File: config.mk
export PLATFORM = sky130hd
export DESIGN_NAME = stream_argmin
export DESIGN_NICKNAME = d
export VERILOG_FILES = /design/src/rtl/stream_argmin_pkg.sv /design/src/rtl/stream_argmin.sv
export SDC_FILE = /design/constraint.sdc
export NUM_CORES = 1
export LEC_CHECK = 0
export ABC_AREA = 1
export ABC_CLOCK_PERIOD_IN_PS = 1800
export CAP_MARGIN = 0
export CORE_ASPECT_RATIO = 1.4
export CORE_MARGIN = 4
export CORE_UTILIZATION = 45
export DETAILED_ROUTE_END_ITERATION = 10
export PLACE_DENSITY_LB_ADDON = 0.05
export SLEW_MARGIN = 10
export SYNTH_ARGS = -nofsm -noshare
export SYNTH_HDL_FRONTEND = slang
export SYNTH_SLANG_ARGS = --single-unit
File: constraint.sdc
create_clock -name clk -period 1.8 [get_ports clk]
set_input_delay 0.27 -clock clk [delete_from_list [all_inputs] [get_ports clk]]
set_output_delay 0.27 -clock clk [all_outputs]
set_load 0.01 [all_outputs]
File: src/rtl/stream_argmin_pkg.sv
// Shared utility package: elaboration-time sizing helpers
// and the state encoding of the streaming arg-min tracker.
package stream_argmin_pkg;

  function automatic int max(int a, int b);
    return (a > b) ? a : b;
  endfunction

  function automatic int min(int a, int b);
    return (a < b) ? a : b;
  endfunction

  typedef enum logic [1:0] {
    IDLE,
    ACCUM,
    HOLD
  } argmin_state_t;

endpackage

File: src/rtl/stream_argmin.sv
// Streaming arg-min: reports minimum, its index and beat
// count once per framed valid/ready input stream.
module stream_argmin
  import stream_argmin_pkg::*;
#(
  parameter int WIDTH     = 16,
  parameter int IDX_WIDTH = 16,
  parameter bit SIGNED    = 1'b1
) (
  input  logic                 clk,
  input  logic                 reset_n,
  input  logic                 in_valid,
  output logic                 in_ready,
  input  logic [WIDTH-1:0]     in_data,
  input  logic                 in_last,
  output logic                 out_valid,
  input  logic                 out_ready,
  output logic [WIDTH-1:0]     out_min,
  output logic [IDX_WIDTH-1:0] out_index,
  output logic [IDX_WIDTH-1:0] out_count,
  output logic                 out_ovf
);

  localparam logic [IDX_WIDTH-1:0] CNT_MAX = '1;
  localparam logic [IDX_WIDTH-1:0] CNT_ONE =
    IDX_WIDTH'(1);

  argmin_state_t state_q, state_d;

  logic [WIDTH-1:0]     min_q, min_d;
  logic [IDX_WIDTH-1:0] idx_q, idx_d;
  logic [IDX_WIDTH-1:0] cnt_q, cnt_d;
  logic                 ovf_q, ovf_d;

  logic acc;
  logic lt;
  logic sat;

  if (SIGNED) begin : g_signed
    assign lt = $signed(in_data) < $signed(min_q);
  end else begin : g_unsigned
    assign lt = in_data < min_q;
  end

  assign acc = in_valid && in_ready;
  assign sat = (cnt_q == CNT_MAX);

  always_ff @(posedge clk or negedge reset_n) begin
    if (!reset_n) begin
      state_q <= IDLE;
      min_q   <= '0;
      idx_q   <= '0;
      cnt_q   <= '0;
      ovf_q   <= 1'b0;
    end else begin
      state_q <= state_d;
      min_q   <= min_d;
      idx_q   <= idx_d;
      cnt_q   <= cnt_d;
      ovf_q   <= ovf_d;
    end
  end

  always_comb begin
    state_d = state_q;
    min_d   = min_q;
    idx_d   = idx_q;
    cnt_d   = cnt_q;
    ovf_d   = ovf_q;
    unique case (state_q)
      IDLE: begin
        if (acc) begin
          min_d   = in_data;
          idx_d   = '0;
          cnt_d   = CNT_ONE;
          ovf_d   = 1'b0;
          state_d = in_last ? HOLD : ACCUM;
        end
      end
      ACCUM: begin
        if (acc) begin
          if (lt) begin
            min_d = in_data;
            idx_d = sat ? CNT_MAX : cnt_q;
          end
          // Count pins at all-ones; overflow flags the lost beats
          if (sat) begin
            ovf_d = 1'b1;
          end else begin
            cnt_d = cnt_q + CNT_ONE;
          end
          if (in_last) begin
            state_d = HOLD;
          end
        end
      end
      HOLD: begin
        if (out_ready) begin
          state_d = IDLE;
        end
      end
      default: state_d = IDLE;
    endcase
  end

  assign in_ready  = (state_q != HOLD);
  assign out_valid = (state_q == HOLD);
  assign out_min   = min_q;
  assign out_index = idx_q;
  assign out_count = cnt_q;
  assign out_ovf   = ovf_q;

endmodule

==> metrics.md <==
| Metric | Value |
|---|---|
| IO buf count | 71 |
| Critical path data arrival time | 2040 ps |
| Critical Path RT | 2000 ps |
| GP Congestion | 0.877 |
| Routed len/inst | 13.9 um |
| Met2 usage | 37.9% |
| Synth area leader | dfrtp_1 |
| Router iterations before antenna repair | 4 |
| Most used cell, CP | nand2_1 |
| Pwr per Cell Area | 854 mW/mm^2 |
| Hold Worst Slack | 268 ps |
| Vias | 2720 |
| CTS max path bufs | 2 |
| Number of diodes | 0 |
| Met1 GRT Util | 23.9% |
| Clock buffers created by TritonCTS | 5 |
| Clock net sink count | 51 |
| Tcrit/Tclk final | 102% |
| CP max stage cell | clkdlybuf4s50_1 |
| GR peak layer | met2 |
| Avg Synthesized Cell Area | 7.89 sq um |
| Hold Fails Final Rpt | 0 |
| Worst-path clk slew | 100 ps |
| Max-slew headroom | 74.8% |
| Buf/Inv on CP | 2 |
| VDD IR max | 0.000497 V |
| Vias in the first global route | 2805 |
| Max Cap Viol | 0 |
| GRT met3 Usage | 3.35% |
| Mapped Cells | 363 |
| Synthesized area | 0.00287 sq mm |
| Hpwl dp | 5580 um |
| P&R area growth vs syn | 43.6% |
| RSZ-0062 raised after global routing | true |
| Routed Antenna Nets | 0 |
| Root Driver | clkbuf_8 |
| Max Clock Freq | 0.544 GHz |
| Initial DRC Count | 69 |
| Final worst slack | -37.8 ps |
| CP Launch Type | input port |
| R2R cell count | 13 |
| Global-route usage over all layers | 20.6% |
| First-pass GRT wire length | 12500 um |
| Post-Syn Nets | 400 |
| Wirelength, routed | 7450 um |
| Grt ovf | 0 |
| DRC viols | 0 |
| IO Pins | 72 |
| Hold Crit Depth | 3 |
| Vias per inst | 5.07 |
| Final nets | 500 |
| Core Box Area | 0.00621 sq mm |
| Die X | 75.4 um |
| Starting Density | 46.1% |
| Outcome | finished with violations |
| Total Die Area | 0.00773 sq mm |
| Clock Skew | 7.33 ps |
| Crit-path max cell delay | 540 ps |
| Violated checks | setup timing |
| Yosys warning count | 0 |
| Crit path max-delay family | buffers and inverters |
| Critical-path maximum fanout | 20 |
| Total leakage power | 2.02 nW |
| Async set-reset flop share out of synthesis | 100% |
| CP cell instances | clkdlybuf4s50_1 -> ha_4 -> a21oi_1 -> o21ai_0 -> nor2_1 -> nand3_2 -> nand3_4 -> nand2_4 -> buf_12 -> nand2_1 -> nand2_1 |
| Main area contributors after synthesis | dfrtp_1 (45%), nand2_1 (13%), nand3_1 (7.5%) |
| H-tree levels | 2 |
| CTS tree | built |
| Initial antenna violation count | 0 |
| Yosys reg bits | 51 |
| Actual slew at the worst max-slew pin | 375 ps |
| Final Slew Violations | 0 |
| Row cnt | 34 |
| Min cycle time layout | 1840 ps |
| Yosys top cell area share | 44.5% |
| Post-synth EDFFs | 0 |
| Largest net degree at the start of global routing | 52 |
| Chip Height | 102 um |
| Distinct cells, synth | 29 |
| Seq/Total Area, Yosys | 44.5% |
| Worst setup EP type | register |
| Seq. cell area | 0.00128 sq mm |
| Clock Latency Late Sink | 300 ps |
| Multi-input gate area | 0.00142 sq mm |
| Crit path depth | 11 |
| # fillers | 553 |
| Ys flop type | dfrtp_1 |
| WS Path Type | input port to register |
| Tot Pwr | 0.00351 W |
| Final Setup Violations | 30 |
| Share of cells above drive strength 1 | 16.2% |
| Hold/Removal Path Class | input port to register |
-- registers in the layout, indices dropped and copies added, names as in the netlist --
| signal | cells |
|---|---|
| out_ovf | 1 |
| out_count | 16 |
| state_q | 2 |
| out_min | 16 |
| out_index | 16 |
-- synth_stat cells (3+ instances only) --
master and number:
nand3_1 43, nand2_1 97, o21ai_0 10, xor2_1 5, inv_1 47, nand4_1 5, clkbuf_1 8, o21ai_1 3
dfrtp_1 51, buf_4 3, ha_1 16, o31ai_1 5, nor2_1 25, nor3_1 8, a21oi_2 3, a21oi_1 13
nand2_2 4
-- layout make-up --
class / instances / share of cell area [%]
timing repair buffer: 106 / 24.6
multi-input combinational: 250 / 34.4
inverter: 49 / 4.47
clock buffer: 5 / 1.67
clock inverter: 3 / 1.64
tap: 72 / 2.19
sequential: 51 / 31.0
-- kinds of logic after synthesis --
kind of cell / Yosys count / share of synthesized area [%]
AOI/OAI and AO/OA: 38 / 7.77
and+or+nand+nor: 191 / 30.1
adders and majority gates: 16 / 6.99
DFF: 51 / 44.5
buffers and inverters: 62 / 9.04
xor gates and xnor gates: 5 / 1.53
-- what timing repair did --
item | CTS | global route
buffers inserted | 0 | 0
hold buffers | 1 | 0
gates resized for setup | 8 | 17
endpoints found under the hold margin | 51 | 0
endpoints found under the setup margin | 32 | 41
-- cell usage in the layout (no fill, tap or decap), types with 4 or more instances in the layout --
cell / netlist / layout
ha_1: 16 / 13
nand2_2: 4 / 8
o31ai_1: 5 / 5
clkdlybuf4s50_1: 0 / 65
nor2_1: 25 / 25
a21oi_1: 13 / 12
inv_1: 47 / 45
xor2_1: 5 / 5
nand3_1: 43 / 42
dfrtp_1: 51 / 51
o21ai_0: 10 / 9
nand2_1: 97 / 92
nor3_1: 8 / 5
buf_4: 3 / 29
clkbuf_8: 0 / 5
inv_2: 2 / 4
a21oi_2: 3 / 4
nand4_1: 5 / 5
o21ai_1: 3 / 4
-- per-layer routing --
metal | wire length, um | up-vias
met3 | 339 | 10
li1 | - | 1372
met2 | 3880 | 60
met1 | 3090 | 1278
met5 | 0 | -
met4 | 131 | 0
-- worst min-delay path, stage by stage --
cell,delay (ps)
dlymetal6s2s_1,120
nand3_1,90
nand2_1,70
-- worst paths after layout --
path | slack [ps] | from | to
worst min-delay path | 270 | in_data[11] | out_min[11]
worst max-delay path | -40 | in_data[15] | out_index[4]
worst max register to register | -30 | out_min[5] | out_index[4]
worst min register to register | 480 | out_index[8] | out_index[8]
min in group asynchronous | 470 | reset_n | out_min[9]
max in group asynchronous | 1090 | reset_n | out_count[13]
-- stage by stage --
stage / instances / util (%) / setup TNS [ps] / setup slack, ps / area, sq um
2_1_floorplan: 363 / - / 0 / 10.4 / 2870
3_3_place_gp: 527 / 62.3 / -12690 / -415 / 3870
3_5_place_dp: 527 / 62.3 / -13420 / -434 / 3870
4_1_cts: 536 / 65.1 / -414 / -27.6 / 4050
5_1_grt: 536 / 66.3 / -5130 / -181 / 4120
6_report: 536 / 66.3 / -658 / -37.8 / 4120
-- power by group --
part           total [W]  internal [W]  switching (W)
clock network   0.000953      0.000554       0.000398
registers        0.00135       0.00126      0.0000861
logic            0.00121      0.000601       0.000609
Power figures use the tool's default switching activity.
